## src/rtl/instr_decode.sv

```systemverilog
// RV32I decode stage: one-entry holding register with a valid/ready handshake
// and a 32-entry pending-write scoreboard that stalls on RAW hazards.
module instr_decode #(
    parameter int unsigned WIDTH = 32
) (
    input  logic             clk,
    input  logic             rst,
    input  logic             in_valid,
    output logic             in_ready,
    input  logic [31:0]      in_instr,
    input  logic [WIDTH-1:0] in_pc,
    output logic             out_valid,
    input  logic             out_ready,
    output logic [4:0]       RS1,
    output logic [4:0]       RS2,
    output logic [4:0]       RD,
    output logic [WIDTH-1:0] imm,
    output logic [6:0]       opcode,
    output logic [2:0]       funct3,
    output logic [6:0]       funct7,
    output logic [WIDTH-1:0] out_pc,
    output logic             reg_write,
    output logic             illegal,
    input  logic             wb_valid,
    input  logic [4:0]       wb_rd,
    input  logic             flush
);

    localparam int unsigned REG_W = 5;
    localparam int unsigned NREGS = 32;

    localparam logic [6:0] OP_LUI    = 7'b0110111;
    localparam logic [6:0] OP_AUIPC  = 7'b0010111;
    localparam logic [6:0] OP_JAL    = 7'b1101111;
    localparam logic [6:0] OP_JALR   = 7'b1100111;
    localparam logic [6:0] OP_BRANCH = 7'b1100011;
    localparam logic [6:0] OP_LOAD   = 7'b0000011;
    localparam logic [6:0] OP_STORE  = 7'b0100011;
    localparam logic [6:0] OP_OPIMM  = 7'b0010011;
    localparam logic [6:0] OP_OP     = 7'b0110011;

    logic             held_q, held_d;
    logic [NREGS-1:0] pending_q, pending_d;
    logic [REG_W-1:0] rs1_q, rs2_q, rd_q;
    logic [WIDTH-1:0] imm_q, pc_q;
    logic [6:0]       opcode_q, funct7_q;
    logic [2:0]       funct3_q;
    logic             reg_write_q, illegal_q;

    logic             hazard, fire, accept;
    logic             dec_use_rs1, dec_use_rs2, dec_rw, dec_ill;
    logic [31:0]      dec_imm32;
    logic [REG_W-1:0] dec_rs1, dec_rs2, dec_rd;

    // Raw immediate formats, all sign-extended from bit 31.
    logic [31:0] imm_i, imm_s, imm_b, imm_u, imm_j;
    assign imm_i = {{20{in_instr[31]}}, in_instr[31:20]};
    assign imm_s = {{20{in_instr[31]}}, in_instr[31:25], in_instr[11:7]};
    assign imm_b = {{19{in_instr[31]}}, in_instr[31], in_instr[7],
                    in_instr[30:25], in_instr[11:8], 1'b0};
    assign imm_u = {in_instr[31:12], 12'b0};
    assign imm_j = {{11{in_instr[31]}}, in_instr[31], in_instr[19:12],
                    in_instr[20], in_instr[30:21], 1'b0};

    always_comb begin
        dec_use_rs1 = 1'b0;
        dec_use_rs2 = 1'b0;
        dec_rw      = 1'b0;
        dec_ill     = 1'b0;
        dec_imm32   = '0;
        unique case (in_instr[6:0])
            OP_LUI, OP_AUIPC: begin dec_imm32 = imm_u; dec_rw = 1'b1; end
            OP_JAL:           begin dec_imm32 = imm_j; dec_rw = 1'b1; end
            OP_JALR, OP_LOAD, OP_OPIMM: begin
                dec_imm32 = imm_i; dec_use_rs1 = 1'b1; dec_rw = 1'b1;
            end
            OP_BRANCH: begin
                dec_imm32 = imm_b; dec_use_rs1 = 1'b1; dec_use_rs2 = 1'b1;
            end
            OP_STORE: begin
                dec_imm32 = imm_s; dec_use_rs1 = 1'b1; dec_use_rs2 = 1'b1;
            end
            OP_OP: begin
                dec_use_rs1 = 1'b1; dec_use_rs2 = 1'b1; dec_rw = 1'b1;
            end
            default: dec_ill = 1'b1;
        endcase
    end

    assign dec_rs1 = dec_use_rs1 ? in_instr[19:15] : '0;
    assign dec_rs2 = dec_use_rs2 ? in_instr[24:20] : '0;
    assign dec_rd  = dec_rw      ? in_instr[11:7]  : '0;

    // Unused sources are zeroed at decode, so a zero index never stalls.
    assign hazard    = ((rs1_q != '0) && pending_q[rs1_q]) ||
                       ((rs2_q != '0) && pending_q[rs2_q]);
    assign out_valid = held_q && !hazard;
    assign fire      = out_valid && out_ready;
    assign in_ready  = !flush && (!held_q || fire);
    assign accept    = in_valid && in_ready;

    always_comb begin
        held_d = held_q;
        if (flush)       held_d = 1'b0;
        else if (accept) held_d = 1'b1;
        else if (fire)   held_d = 1'b0;
    end

    // Set after clear so a same-cycle set on the same index wins.
    always_comb begin
        pending_d = pending_q;
        if (wb_valid) pending_d[wb_rd] = 1'b0;
        if (fire && reg_write_q && (rd_q != '0)) pending_d[rd_q] = 1'b1;
        pending_d[0] = 1'b0;
    end

    always_ff @(posedge clk) begin
        if (rst) begin
            held_q      <= 1'b0;
            pending_q   <= '0;
            rs1_q       <= '0;
            rs2_q       <= '0;
            rd_q        <= '0;
            imm_q       <= '0;
            pc_q        <= '0;
            opcode_q    <= '0;
            funct3_q    <= '0;
            funct7_q    <= '0;
            reg_write_q <= 1'b0;
            illegal_q   <= 1'b0;
        end else begin
            held_q    <= held_d;
            pending_q <= pending_d;
            if (accept) begin
                rs1_q       <= dec_rs1;
                rs2_q       <= dec_rs2;
                rd_q        <= dec_rd;
                imm_q       <= WIDTH'($signed(dec_imm32));
                pc_q        <= in_pc;
                opcode_q    <= in_instr[6:0];
                funct3_q    <= in_instr[14:12];
                funct7_q    <= in_instr[31:25];
                reg_write_q <= dec_rw;
                illegal_q   <= dec_ill;
            end
        end
    end

    assign RS1       = rs1_q;
    assign RS2       = rs2_q;
    assign RD        = rd_q;
    assign imm       = imm_q;
    assign out_pc    = pc_q;
    assign opcode    = opcode_q;
    assign funct3    = funct3_q;
    assign funct7    = funct7_q;
    assign reg_write = reg_write_q;
    assign illegal   = illegal_q;

endmodule
```

## config.mk

```make
export PLATFORM = sky130hd
export DESIGN_NAME = instr_decode
export DESIGN_NICKNAME = d
export VERILOG_FILES = /design/src/rtl/instr_decode.sv
export SDC_FILE = /design/constraint.sdc
export NUM_CORES = 1
export LEC_CHECK = 0
export ABC_AREA = 1
export CORE_AREA = 3 3 132 134
export DETAILED_ROUTE_END_ITERATION = 10
export DIE_AREA = 0 0 135 137
export PLACE_DENSITY = 0.75
export SLEW_MARGIN = 20
export SYNTH_ARGS = -nofsm -noshare
export SYNTH_HDL_FRONTEND = slang
export SYNTH_SLANG_ARGS = --single-unit
```

## constraint.sdc

```tcl
create_clock -name clk -period 2.25 [get_ports clk]
set_clock_uncertainty 0.05 [all_clocks]
set_input_delay 0.45 -clock clk [delete_from_list [all_inputs] [get_ports clk]]
set_output_delay 0.45 -clock clk [all_outputs]
set_load 0.01 [all_outputs]
```

==> summary.txt, run 1 <==
Job
  • Max-Cap Viols: 0

Clock network
  • Clk_lat worst skew: 0.44 ns
  • CTS tree: yes
  • Inserted Clock Buffers: 17
  • CTS HTree Levels: 4
  • Worst-path clk slew: 0.07 ns
  • Root Driver: clkbuf_16
  • Max clock buf depth: 2
  • TritonCTS Sinks: 130
  • CTS Hold Bufs: 0

Cells and area
  • Synth-to-Final Area Change: 68.57%
  • Layout Nets: ~1400
  • FF/Latch Area: about 0.0026 mm^2
  • Final non-filler cell total: ~1500
  • # diodes: 0
  • Layout fillers: around 1200
  • Area of the multi-input gates: roughly 0.004 mm^2
  • Layout cell share with drive strength beyond 1: between 20% and 30%
  • Post-route cell area: 0.01128 mm^2
  • Post-layout util: 68.76%

Synth
  • Register bit total from synthesis: 130
  • Synth cell types: 24
  • Yosys warning total: 0
  • Sequential-to-total area share from yosys stat: between 30% and 40%
  • Net Count, Synth: about 1200
  • Post-Synthesis Mean Instance Area: slightly above 6 um^2
  • Largest cells by area after synthesis: dfxtp_1 39%, nand2_1 17%, nor2_1 9.0%, inv_1 8.5%, a21oi_1 5.8%
  • Post-Syn Area: 0.006693 mm^2
  • Leading area contributor after synthesis: dfxtp_1
  • Mapped Cells: about 1100
  • Synth top area share: about two fifths

Critical path
  • Worst Setup SP: RS2[0]
  • Reg-to-reg startpoint: RS2[0]
  • Worst Reg2Reg Path Length in Cells: 20
  • Crit path required time: 2.53 ns
  • Worst EP arrival: ~2.8 ns
  • Setup CP Type: register to register
  • Startpoint Class: register
  • Worst setup EP type: register
  • Worst-path fanout max: 7

Timing
  • Period utilisation layout: 113.2%
  • Slew @ Worst Pin: approximately 1 ns
  • Max Slew Vio Count: 0
  • Worst setup margin: -0.2981 ns
  • Final setup violation count: about 130
  • RSZ-0062 raised after global routing: true
  • Max Freq: between 300 and 400 MHz
  • Slew headroom: 33.48%
  • Fin. Hold Viols: 0
  • Tmin final: 2.548 ns

Global routing
  • Busiest metal layer after global routing: met2
  • Grt total ovfl: 0
  • Global Route met1 Usage: between 30% and 40%
  • Initial antenna violation count: 0
  • Number of global-route vias before repair: 7420
  • M3 GR Usage: roughly 7.4%
  • Global Route Usage Sum: about a quarter
  • Pin count of the biggest net entering global routing: 76
  • First-pass GRT wire length: around 40 mm
  • Met2 GRT Util: 44.83%

Placed design
  • RePlAce Congestion: 0.9266
  • HPWL Detailed: 15.71 mm
  • Placed cell areas: between 0.008 and 0.009 mm^2
  • PortBufs: about 170
  • Inst Count DP: around 1500
  • Place WS: -0.3251 ns

Floorplan
  • Initial core utilization: 40.79%
  • Num ports: 175
  • Core area: roughly 0.016 mm^2
  • Num rows: 47
  • Die width: 135 um
  • Die H: roughly 140 um
  • Die area: between 0.015 and 0.02 mm^2

Power and ir drop
  • Reg power frac: a little under two fifths
  • Clock share of power: ~42%
  • Internal Pwr Total: roughly 4.7 mW
  • Pwr dens: roughly 590 mW/mm^2
  • Leakage: approximately 4.8 nW
  • Sw Ratio: 29.66%
  • Switching Power: about 2 mW
  • Tot Pwr: approximately 6.6 mW
  • Comb power frac: 20.4%
  • Maximum VDD drop: about 530 uV

Detailed routing
  • Drt pass-1 iters: 7
  • Routed WL: roughly 28 mm
  • Wire per inst: 18.17 um
  • # DRC: 0
  • Post-DRT Antenna Nets: 0
  • Vias/cell: around 5.3
  • Vias after detailed routing: 8198
  • Initial drt markers: 742

Hold path
  • Beginning of the worst hold path: funct7[3]
  • WHS Path Cells: 2
  • Hold Path Class: register to register

Status
  • Failing checks: setup timing
  • Outcome: complete, but fails checks
==> cells in the mapped netlist <==
library cell	instances
clkbuf_1	24
a41oi_1	6
nor2_1	160
buf_6	3
nand2_1	302
nand2_2	1
nor3_1	12
inv_1	151
buf_4	6
nand3_1	74
a21oi_1	77
a22oi_1	4
nor3b_1	1
o211ai_1	1
buf_2	21
dfxtp_1	130
buf_1	5
a31oi_1	1
o21ai_0	31
nand3_2	2
nand4_1	58
inv_2	3
a31oi_2	1
o221ai_1	1
==> final timing paths <==
path / endpoint / slack, ns
worst max register to register: out_pc[14] / -0.30
worst min-delay path: funct7[3] / 0.42
worst max-delay path: out_pc[14] / -0.30
worst min register to register: funct7[3] / 0.42
==> per-stage QoR <==
| step | setup TNS, ns | hold WS (ns) |
|---|---|---|
| 6_report | -16.39 | 0.4190 |
| 4_1_cts | -13.70 | 0.4130 |
| 3_5_place_dp | -11.18 | 0.4055 |
| 5_1_grt | -35.88 | 0.4315 |
| 2_1_floorplan | 0 | 0.4039 |
| 3_3_place_gp | -9.393 | 0.4017 |
==> sequential cells by signal, indices dropped and copies added (netlist names), 3 cells and up <==
| name | cells |
|---|---|
| funct7 | 7 |
| RS2 | 5 |
| RS1 | 5 |
| opcode | 7 |
| pending_q | 31 |
| funct3 | 3 |
| RD | 5 |
| imm | 32 |
| out_pc | 32 |
==> power by group through the flow <==
stage                     Sequential, mW  Combinational (mW)  Clock, mW
final                               2.48                1.35       2.79
after global routing                2.49                1.44       2.91
after CTS                           2.47                1.16       2.79
after detailed placement            2.51               0.990          0
after global placement              2.51               0.984          0
after floorplan                     2.56               0.416          0
==> final cells by class <==
class / instances / area share, %
clock buffers: 18 / 3.893
clock inverters: 14 / 1.264
inverters: 154 / 5.212
multi-input cells: 732 / 35.82
flip-flops and latches: 130 / 23.12
well taps: 220 / 2.440
repair buffers: 269 / 28.25
==> kinds of logic (layout without fill, tap and decap cells) <==
group                  after synthesis  in the layout  synth area share [%]
AO/OA/AOI/OAI                      122            122                 9.834
AND/OR/NAND/NOR                    610            610                 38.27
buffers and inverters              213            455                 13.01
flip-flops                         130            130                 38.89
==> placed cells by master (no fill, tap or decap), types with 4 or more instances in the layout <==
cell	instances
nand3_2	16
inv_6	7
buf_2	4
o21ai_0	31
a21oi_1	47
nand2_1	222
nor3_1	11
buf_4	43
nor2_2	25
buf_8	4
inv_1	145
buf_6	5
nand2_2	66
nand3_4	13
a41oi_1	6
a22oi_1	4
clkdlybuf4s50_1	170
nor2_1	119
nand2_4	14
dfxtp_1	127
nand3_1	47
buf_16	13
inv_2	6
clkinv_4	5
a21oi_2	30
clkbuf_16	28
buf_12	18
nand4_1	58
nor2_4	16
==> critical path: stages, from the launching register on <==
cell and delay, ns:
dfxtp_4 0.44, buf_8 0.15, nand2_1 0.05, nand3_1 0.07
nand2_1 0.07, nand2_1 0.07, nand2_1 0.05, inv_1 0.05
nand2_1 0.06, nand2_1 0.05, nand2_1 0.07, inv_1 0.07
nand3_2 0.09, buf_6 0.15, nand2_8 0.06, nand3_4 0.15
buf_12 0.19, buf_12 0.14, clkbuf_16 0.16, nor2_1 0.15
nor2_1 0.08
==> repair_timing <==
| item | 4_1_cts | 5_1_grt |
|---|---|---|
| pin swaps | 13 | 59 |
| setup buffers | 11 | 4 |
| cloned | 16 | 13 |
| hold endpoints to repair | 0 | 0 |
| setup endpoints to repair | 100 | 132 |
| resized for setup | 75 | 214 |
==> per-layer routing <==
layer	up-vias	part of all wire [%]	routed length [um]
met5	-	0	0
met4	0	3.8	1070
met3	82	7.8	2192
met2	402	49	13810
met1	3834	39	10860
li1	3880	-	-
Note: power is estimated with default switching activity, not from simulation.
==> run 2, diff against run 1 <==
==> constraint.sdc (replaced) <==
create_clock -name clk -period 2.25 [get_ports clk]
set_clock_uncertainty 0.05 [all_clocks]
set_input_delay 0.45 -clock clk [delete_from_list [all_inputs] [get_ports clk]]
set_output_delay 0.45 -clock clk [all_outputs]
set_load 0.02 [all_outputs]
==> summary.txt, run 2 (synthesis results as in run 1) <==
Hold path
  • Hold Path Class: register to register
  • WHS Path Cells: 2 (unchanged)
  • Hold EP: funct7[6]
  • Beginning of the worst hold path: funct7[6]

Global routing
  • Pin count of the biggest net entering global routing: 76 (unchanged)
  • Initial antenna violation count: 1 (+1)
  • Grt total ovfl: 0 (unchanged)
  • First-pass GRT wire length: 36.07 mm (-7.4%)
  • Global Route Usage Sum: 24.52% (-2.2 points)
  • Number of global-route vias before repair: 7134 (-3.9%)

Cells and area
  • Most frequent cells in the layout: 296 x nand2_1, 169 x clkdlybuf4s50_1, 155 x nor2_1
  • Final non-filler cell total: 1514 (-1.5%)
  • Post-layout util: 60.90% (-7.9 points)
  • # diodes: 0 (unchanged)
  • Area of the multi-input gates: 0.003298 mm^2 (-18%)
  • Synth-to-Final Area Change: 49.30%
  • Leading cell type in the layout, fill and taps excluded: nand2_1
  • Layout cell share with drive strength beyond 1: 10.59% (-14 points)
  • Layout fillers: 1520 (+23%)
  • FF/Latch Area: 0.002611 mm^2 (about the same)
  • Post-route cell area: 0.009992 mm^2 (-11%)
  • Layout Nets: 1357 (-1.6%)

Timing
  • Final setup violation count: 72 (-45%)
  • Worst setup margin: -0.2227 ns (+0.07542 ns)
  • Period utilisation layout: 109.9% (-3.4 points)
  • Tmin final: 2.473 ns (-0.07542 ns)
  • Max Freq: 404.4 MHz (+3.1%)
  • Worst hold slack: 0.4161 ns (-0.002890 ns)
  • RSZ-0062 raised after global routing: true
  • Slew @ Worst Pin: 1.008 ns (+0.01070 ns)
  • Fin. Hold Viols: 0 (unchanged)
  • Slew headroom: 32.77% (-0.71 points)
  • Max Slew Vio Count: 0 (unchanged)

Detailed routing
  • Vias/cell: 5.040 (-5.5%)
  • Initial drt markers: 533 (-28%)
  • Wire per inst: 15.38 um (-15%)
  • Drt pass-1 iters: 5 (-2)
  • # DRC: 0 (unchanged)
  • Post-DRT Antenna Nets: 0 (unchanged)
  • Vias after detailed routing: 7630 (-6.9%)
  • Routed WL: 23.28 mm (-17%)

Placed design
  • Inst Count DP: 1466 (+0.068%)
  • RePlAce Congestion: 0.9181 (-0.92%)
  • PortBufs: 174 (unchanged)
  • Placed cell areas: 0.008976 mm^2 (+0.41%)
  • HPWL Detailed: 15.93 mm (+1.4%)

Clock network
  • Max clock buf depth: 2 (unchanged)
  • Clk_lat worst skew: 0.42 ns (-0.02 ns)
  • TritonCTS Sinks: 130 (unchanged)
  • Worst-path clk slew: 0.06 ns (about the same)
  • CTS Hold Bufs: 0 (unchanged)
  • CTS HTree Levels: 4 (unchanged)
  • Root Driver: clkbuf_16
  • Inserted Clock Buffers: 17 (unchanged)
  • CTS tree: yes

Status
  • Failing checks: setup timing
  • Outcome: complete, but fails checks

Floorplan
  • Die H: 137 um (unchanged)
  • Die width: 135 um (unchanged)
  • Die area: 0.01850 mm^2 (unchanged)
  • Initial core utilization: 40.79% (unchanged)
  • Num rows: 47 (unchanged)
  • Core area: 0.01641 mm^2 (unchanged)
  • Num ports: 175 (unchanged)

Critical path
  • RR Endpoint: opcode[6]
  • Reg-to-reg startpoint: RS2[0]
  • Worst setup EP type: primary output
  • R2r setup slk: -0.10 ns (+0.20 ns)
  • Worst Reg2Reg Path Length in Cells: 20 (unchanged)
  • Worst EP arrival: 1.97 ns (-0.86 ns)
  • Setup CP Type: register to primary output
  • Worst-path fanout max: 8 (+1)
  • Startpoint Class: register
  • Crit path required time: 1.75 ns (-0.78 ns)

Power and ir drop
  • Leakage: 4.495 nW (-6.6%)
  • Maximum VDD drop: 536.4 uV (+0.68%)
  • Pwr dens: 663.9 mW/mm^2 (+13%)
  • Tot Pwr: 6.634 mW (+0.31%)

Job
  • Max-Cap Viols: 0 (unchanged)
[run 2: cell count changes in the layout (fill, tap and decap cells not counted), sizes merged]
cell,previous run,this run
bufbuf,1,2
bufinv,1,4
clkinv,6,3
buf,87,72
clkinvlp,1,3
inv,160,155
clkdlybuf4s50,170,169
clkbuf,29,24
[run 2: layout make-up]
| type | count | area share, % |
|---|---|---|
| clock inverters | 11 | 1.741 |
| well taps | 220 | 2.755 |
| flip-flops and latches | 130 | 26.13 |
| inverters | 154 | 5.860 |
| repair buffers | 247 | 25.83 |
| clock buffers | 20 | 4.671 |
| multi-input cells | 732 | 33.01 |
[run 2: power breakdown]
group	total, mW	internal (mW)	switching (mW)	leakage (nW)
Sequential	2.47	2.41	0.0644	1.06
Combinational	1.15	0.536	0.617	3.13
Clock	3.01	1.94	1.07	0.305
[run 2: worst max-delay path, stage by stage, from the launching register on]
cell	delay, ns
dfxtp_4	0.39
buf_6	0.15
nand2_2	0.06
nand3_2	0.07
nand2_1	0.06
nand2_1	0.06
nand2_1	0.05
inv_1	0.04
nand2_1	0.04
nand2_1	0.08
nand2_1	0.07
nor2_1	0.11
nand3_2	0.09
a21oi_2	0.12
buf_4	0.15
[run 2: how the worst max path moves through the flow]
stage,startpoint,to,depth (start not counted)
floorplan,RS1[0],out_valid,12
global placement,in_instr[1],imm[29],12
detailed placement,in_instr[1],imm[20],12
CTS,RS2[0],in_ready,14
global route,RS2[0],in_ready,15
finish,RS2[0],in_ready,14
[run 2: routing by layer]
layer	wire length (um)	vias to the layer above	track usage (%)	part of all wire [%]
met3	1979	44	7.941	8.5
li1	-	3818	-	-
met2	11130	291	41.05	48
met4	596	2	9.351	2.6
met5	13	-	0	0.056
met1	9557	3475	29.42	41
[run 2: per-stage QoR]
| step | setup TNS [ns] | worst slack (ns) |
|---|---|---|
| finish | -2.425 | -0.2227 |
| global route | -25.45 | -0.3676 |
| CTS | -2.224 | -0.1930 |
| detailed placement | -15.56 | -0.4407 |
| global placement | -11.72 | -0.2886 |
| floorplan | 0 | 0.003347 |
[run 2: repair_timing]
item,in CTS,in global routing
pin swaps,4,1
setup buffers,4,6
setup endpoints to repair,101,132
cloned,4,4
gates resized for setup,32,18
